### src/rtl/csr_counter_pkg.sv
// Shared constants and parameter checks for the CSR event-counter bank.
`ifndef CSR_XLEN
`define CSR_XLEN 32
`endif

package csr_counter_pkg;

    // Register offsets relative to the first register after the counters
    localparam int CMP_LO_OFS  = 0;
    localparam int CMP_HI_OFS  = 1;
    localparam int INHIBIT_OFS = 2;
    localparam int OVF_OFS     = 3;

    function automatic bit params_ok(int num_cnt, int cnt_w, int xlen);
        return (num_cnt >= 1) && (num_cnt <= 8) &&
               (cnt_w >= 33) && (cnt_w <= 64) &&
               (cnt_w > xlen) && (cnt_w <= 2 * xlen);
    endfunction

endpackage

### src/rtl/csr_counter_slice.sv
// One event counter: split low/high CSR writes, gated increment and
// a wrap indication that is valid in the same cycle as the increment.
module csr_counter_slice
    import csr_counter_pkg::*;
#(
    parameter int CNT_W = 64,
    parameter int XLEN  = 32
) (
    input  logic             clk,
    input  logic             rst_n,
    input  logic             inc_i,
    input  logic             we_lo_i,
    input  logic             we_hi_i,
    input  logic [XLEN-1:0]  wdata_i,
    output logic [CNT_W-1:0] cnt_o,
    output logic             ovf_set_o
);

    localparam int HW = CNT_W - XLEN;

    logic [CNT_W-1:0] cnt_d, cnt_q;

    // A CSR write wins over the event and suppresses its wrap
    always_comb begin
        cnt_d     = cnt_q;
        ovf_set_o = 1'b0;
        if (we_lo_i) begin
            cnt_d[XLEN-1:0] = wdata_i;
        end else if (we_hi_i) begin
            cnt_d[CNT_W-1:XLEN] = wdata_i[HW-1:0];
        end else if (inc_i) begin
            cnt_d     = cnt_q + CNT_W'(1);
            ovf_set_o = &cnt_q;
        end
    end

    always_ff @(posedge clk or negedge rst_n) begin
        if (!rst_n) begin
            cnt_q <= '0;
        end else begin
            cnt_q <= cnt_d;
        end
    end

    assign cnt_o = cnt_q;

endmodule

### src/rtl/csr_counter_bank.sv
// Bank of CSR-mapped event counters with compare interrupt, inhibit
// mask and sticky overflow flags; reads return one cycle later.
module csr_counter_bank
    import csr_counter_pkg::*;
#(
    parameter int  NUM_CNT = 3,
    parameter int  CNT_W   = 64,
    parameter int  XLEN    = `CSR_XLEN,
    localparam int AW      = $clog2(2 * NUM_CNT + 4)
) (
    input  logic               clk,
    input  logic               rst_n,
    input  logic [NUM_CNT-1:0] inc_i,
    input  logic               csr_we_i,
    input  logic               csr_re_i,
    input  logic [AW-1:0]      csr_addr_i,
    input  logic [XLEN-1:0]    csr_wdata_i,
    output logic [XLEN-1:0]    csr_rdata_o,
    output logic               csr_rvalid_o,
    output logic               csr_err_o,
    output logic               timer_irq_o
);

    localparam int BASE = 2 * NUM_CNT;
    localparam int HW   = CNT_W - XLEN;

    if (!params_ok(NUM_CNT, CNT_W, XLEN)) begin : g_bad_params
        $error("csr_counter_bank: illegal NUM_CNT/CNT_W/XLEN");
    end

    logic [31:0] addr;
    logic        mapped;

    assign addr   = 32'(csr_addr_i);
    assign mapped = addr < 32'(BASE + 4);

    logic [NUM_CNT-1:0][CNT_W-1:0] cnt;
    logic [NUM_CNT-1:0]            ovf_set;
    logic [NUM_CNT-1:0]            inhibit_d, inhibit_q;
    logic [NUM_CNT-1:0]            ovf_d, ovf_q, ovf_clr;
    logic [CNT_W-1:0]              cmp_d, cmp_q;
    logic [XLEN-1:0]               rd_val;
    logic [XLEN-1:0]               rdata_d, rdata_q;
    logic                          rvalid_d, rvalid_q;
    logic                          err_d, err_q;
    logic                          irq_d, irq_q;

    for (genvar n = 0; n < NUM_CNT; n++) begin : g_cnt
        csr_counter_slice #(
            .CNT_W(CNT_W),
            .XLEN (XLEN)
        ) u_slice (
            .clk      (clk),
            .rst_n    (rst_n),
            .inc_i    (inc_i[n] & ~inhibit_q[n]),
            .we_lo_i  (csr_we_i && (addr == 32'(2 * n))),
            .we_hi_i  (csr_we_i && (addr == 32'(2 * n + 1))),
            .wdata_i  (csr_wdata_i),
            .cnt_o    (cnt[n]),
            .ovf_set_o(ovf_set[n])
        );
    end

    always_comb begin
        cmp_d     = cmp_q;
        inhibit_d = inhibit_q;
        ovf_clr   = '0;
        if (csr_we_i) begin
            if (addr == 32'(BASE + CMP_LO_OFS)) begin
                cmp_d[XLEN-1:0] = csr_wdata_i;
            end
            if (addr == 32'(BASE + CMP_HI_OFS)) begin
                cmp_d[CNT_W-1:XLEN] = csr_wdata_i[HW-1:0];
            end
            if (addr == 32'(BASE + INHIBIT_OFS)) begin
                inhibit_d = csr_wdata_i[NUM_CNT-1:0];
            end
            if (addr == 32'(BASE + OVF_OFS)) begin
                ovf_clr = csr_wdata_i[NUM_CNT-1:0];
            end
        end
        // A wrap in the clearing cycle keeps the flag set
        ovf_d = (ovf_q & ~ovf_clr) | ovf_set;
    end

    // Read mux sees pre-edge state, so read-during-write returns old data
    always_comb begin
        rd_val = '0;
        for (int n = 0; n < NUM_CNT; n++) begin
            if (addr == 32'(2 * n)) begin
                rd_val = cnt[n][XLEN-1:0];
            end
            if (addr == 32'(2 * n + 1)) begin
                rd_val = XLEN'(cnt[n][CNT_W-1:XLEN]);
            end
        end
        if (addr == 32'(BASE + CMP_LO_OFS)) begin
            rd_val = cmp_q[XLEN-1:0];
        end
        if (addr == 32'(BASE + CMP_HI_OFS)) begin
            rd_val = XLEN'(cmp_q[CNT_W-1:XLEN]);
        end
        if (addr == 32'(BASE + INHIBIT_OFS)) begin
            rd_val = XLEN'(inhibit_q);
        end
        if (addr == 32'(BASE + OVF_OFS)) begin
            rd_val = XLEN'(ovf_q);
        end
    end

    always_comb begin
        rdata_d  = csr_re_i ? rd_val : rdata_q;
        rvalid_d = csr_re_i;
        err_d    = (csr_re_i || csr_we_i) && !mapped;
        irq_d    = cnt[0] >= cmp_q;
    end

    always_ff @(posedge clk or negedge rst_n) begin
        if (!rst_n) begin
            cmp_q     <= '1;
            inhibit_q <= '0;
            ovf_q     <= '0;
            rdata_q   <= '0;
            rvalid_q  <= 1'b0;
            err_q     <= 1'b0;
            irq_q     <= 1'b0;
        end else begin
            cmp_q     <= cmp_d;
            inhibit_q <= inhibit_d;
            ovf_q     <= ovf_d;
            rdata_q   <= rdata_d;
            rvalid_q  <= rvalid_d;
            err_q     <= err_d;
            irq_q     <= irq_d;
        end
    end

    assign csr_rdata_o  = rdata_q;
    assign csr_rvalid_o = rvalid_q;
    assign csr_err_o    = err_q;
    assign timer_irq_o  = irq_q;

endmodule

### config.mk
export PLATFORM = sky130hd
export DESIGN_NAME = csr_counter_bank
export DESIGN_NICKNAME = d
export VERILOG_FILES = /design/src/rtl/csr_counter_pkg.sv /design/src/rtl/csr_counter_slice.sv /design/src/rtl/csr_counter_bank.sv
export SDC_FILE = /design/constraint.sdc
export NUM_CORES = 1
export LEC_CHECK = 0
export ABC_CLOCK_PERIOD_IN_PS = 2000
export CAP_MARGIN = 20
export CORE_MARGIN = 5
export CORE_UTILIZATION = 49
export CTS_CLUSTER_SIZE = 40
export DETAILED_ROUTE_END_ITERATION = 12
export DONT_BUFFER_PORTS = 1
export PLACE_DENSITY_LB_ADDON = 0.08
export SLEW_MARGIN = 20
export SYNTH_ARGS = -nofsm -noshare
export SYNTH_HDL_FRONTEND = slang
export SYNTH_HIERARCHICAL = 1
export SYNTH_SLANG_ARGS = --single-unit
### constraint.sdc
create_clock -name clk -period 2 [get_ports clk]
set_input_delay 0.3 -clock clk [delete_from_list [all_inputs] [get_ports clk]]
set_output_delay 0.3 -clock clk [all_outputs]
set_load 0.005 [all_outputs]
==> metrics.txt <==
synth unique cells=70; clk buf depth=3; Cells after Synth=2281; MaxCap Viol Count=0; Hold/Removal Path Class=in -> async; Slew Limit Fails=0; gpl congestion=0.985; Final #Nets=2862; status=finished with violations; syn_area_per_cell=8.78 um2; IO Pins=78; Slew headroom=38.9%; largest net degree at the start of global routing=298; Initial Util=49.3%; vias per cell=6.34; final WL=89.2 mm; sequential area share after synthesis=37.5%; sum of negative setup slack=-296 ps; detailed-route via count=21100; asr flop ratio synth=100%; Leakage Power=11.5 nW; TritonCTS buffer count=37; Final min period=2140 ps; syn nets=2391; HPWL after DPL=63.5 mm; Worst setup EP type=register; clock sink total=297; peak supply drop=0.640 mV; Core Rows=74; WP data arrival=2570 ps; Achievable Freq=0.468 GHz; Area after DPL=0.0240 mm2; initial antenna violation count=12; crit path max fanout=2; Non-Filler Instances=3326; worst-margin pin slew=913 ps; most frequent cells in the layout=buf_4, nand2_1, dfrtp_1; Avg WL per Cell=26.8 um; TritonCTS clock tree=done; Post-synth EDFFs=0; final worst setup slack=-135 ps; synth warn=6; 1st-iter DRT viols=2377; Worst-Skew Late Latency=580 ps; pwr dens=917 mW/mm2; area of the core=0.0406 mm2; P&R area growth vs syn=35.5%; Synth Flop Type=dfrtp_1; gr ovfl total=0; RSZ-0062 raised after global routing=yes; die width=212 um; GR Util All Layers=38.9%; CP Class=reg -> reg; mapped cell area=0.0200 mm2; DRC viols=0; worst hold slack=-559 ps; failing checks=negative hold slack, negative setup slack; post-placement cell count=3151; Root Driver=clkbuf_16; endpoints failing hold=297; CP startpoint kind=register; design area=0.0272 mm2; htree depth=2; Die Height=212 um; clk slew on worst S/H paths=60 ps; IO Port Bufs=0; share of cells above drive strength 1=33.0%; Seq cells post-synth=297; Final Setup Violations=8; Worst Path Required=2440 ps; Final Cycle Share=107%; commonest non-fill, non-tap cell in the layout=buf_4; Overall Power=24.9 mW; first-pass GRT wire length=132 mm; Pre-antenna DRT Iters=6; vias in the first global route=20600; clk_skew=24.9 ps; Routed Antenna Nets=0; area of the die=0.0450 mm2
state kept, by name, summed over array words and instances (netlist names):
signal               cells
cmp_q                   64
csr_err_o                1
inhibit_q                3
csr_rdata_o             32
g_cnt.u_slice/cnt_o    192
ovf_q                    3
csr_rvalid_o             1
timer_irq_o              1
report_power, final:
| part | internal, mW | switching (mW) |
|---|---|---|
| Clock | 4.50 | 2.93 |
| Sequential | 7.49 | 1.06 |
| Combinational | 4.21 | 4.71 |
what timing repair did:
| action | in CTS | in global routing |
|---|---|---|
| buffers inserted | 16 | 37 |
| endpoints found under the setup margin | 90 | 113 |
| pin swaps | 32 | 63 |
| hold endpoints to repair | 573 | 299 |
| hold buffers | 39 | 2 |
| resized for setup | 81 | 131 |
metal layers:
metal / GRT usage, % / part of all wire, % / vias up
li1: - / - / 9363
met1: 51.4 / 39 / 10300
met2: 61.2 / 45 / 1117
met3: 8.66 / 10 / 301
met4: 18.4 / 5.7 / 4
met5: 0 / 0.028 / -
worst max-delay path, cell delays in order (launching register included):
cell	delay [ps]
dfstp_2	520
inv_1	70
ha_4	220
a211o_1	290
a31oi_1	160
o31ai_1	90
a211o_1	350
a211oi_2	240
o21ai_1	90
cell type report:
cell class / instances / area (um2)
Inverter: 106 / 398
Clock buffer: 54 / 1070
Timing Repair Buffer: 573 / 4650
Antenna cell: 15 / 37.5
Multi-Input combinational cell: 1737 / 12600
Sequential cell: 297 / 7520
Clock inverter: 12 / 221
Tap cell: 532 / 666
Fill cell: 3332 / 13500
through the flow:
step / utilization, % / setup WS, ps
after floorplan: - / -376
after global placement: 59.1 / -205
after detailed placement: 59.1 / -226
after CTS: 64.6 / -125
after global routing: 66.7 / -245
final: 66.8 / -135
path summary, 6_finish.rpt:
path / startpoint / to / slack, ps / cells after the start
worst max-delay path: cmp_q[2]$_DFFE_PN1P_ / timer_irq_o$_DFF_PN0_ / -140 / 8
worst min-delay path: rst_n / g_cnt[2].u_slice/cnt_o[10]$_DFFE_PN0P_ / -560 / 0
worst max register to register: cmp_q[2]$_DFFE_PN1P_ / timer_irq_o$_DFF_PN0_ / -140 / 8
worst min register to register: ovf_q[0]$_DFF_PN0_ / ovf_q[0]$_DFF_PN0_ / 480 / 1
max in group asynchronous: rst_n / g_cnt[1].u_slice/cnt_o[31]$_DFFE_PN0P_ / 2110 / 0
min in group clk: csr_wdata_i[21] / g_cnt[2].u_slice/cnt_o[53]$_DFFE_PN0P_ / 10 / 3
cell usage after synthesis, drive strengths merged (10+ instances only):
library cell | number | area share (%)
nand2 | 314 | 5.9
dfrtp | 233 | 29
o21ai | 215 | 5.4
nand3 | 119 | 3.2
nor2 | 113 | 2.3
inv | 106 | 2.0
a21oi | 91 | 2.3
clkbuf | 84 | 1.6
nand4 | 84 | 2.8
and3 | 70 | 2.2
xor2 | 69 | 3.0
ha | 67 | 4.2
mux2 | 67 | 3.8
dfstp | 64 | 8.4
nor3 | 64 | 1.6
buf | 57 | 1.6
mux2i | 47 | 2.3
nor4 | 34 | 1.3
a22oi | 31 | 1.2
and4 | 29 | 1.3
mux4 | 27 | 3.0
o22ai | 26 | 0.81
xnor2 | 24 | 1.0
or3 | 22 | 0.69
or4 | 19 | 0.71
o2111ai | 18 | 0.79
nor2b | 17 | 0.53
o211ai | 15 | 0.56
nand2b | 13 | 0.42
o311ai | 12 | 0.52
a211oi | 10 | 0.37
cells by family (layout without fill, tap and decap cells):
kind of cell               after synthesis  in the layout  synth area share (%)
other                                    0             15                     0
DFF                                    297            297                  37.5
AOI/OAI and AO/OA                      501            501                  15.5
xor gates and xnor gates                93             93                  4.06
muxes                                  141            141                  9.15
adders and majority gates               67             67                  4.18
and+or+nand+nor                        935            935                  24.5
buffers and inverters                  247            745                  5.21
Note: power is estimated with default switching activity, not from simulation.
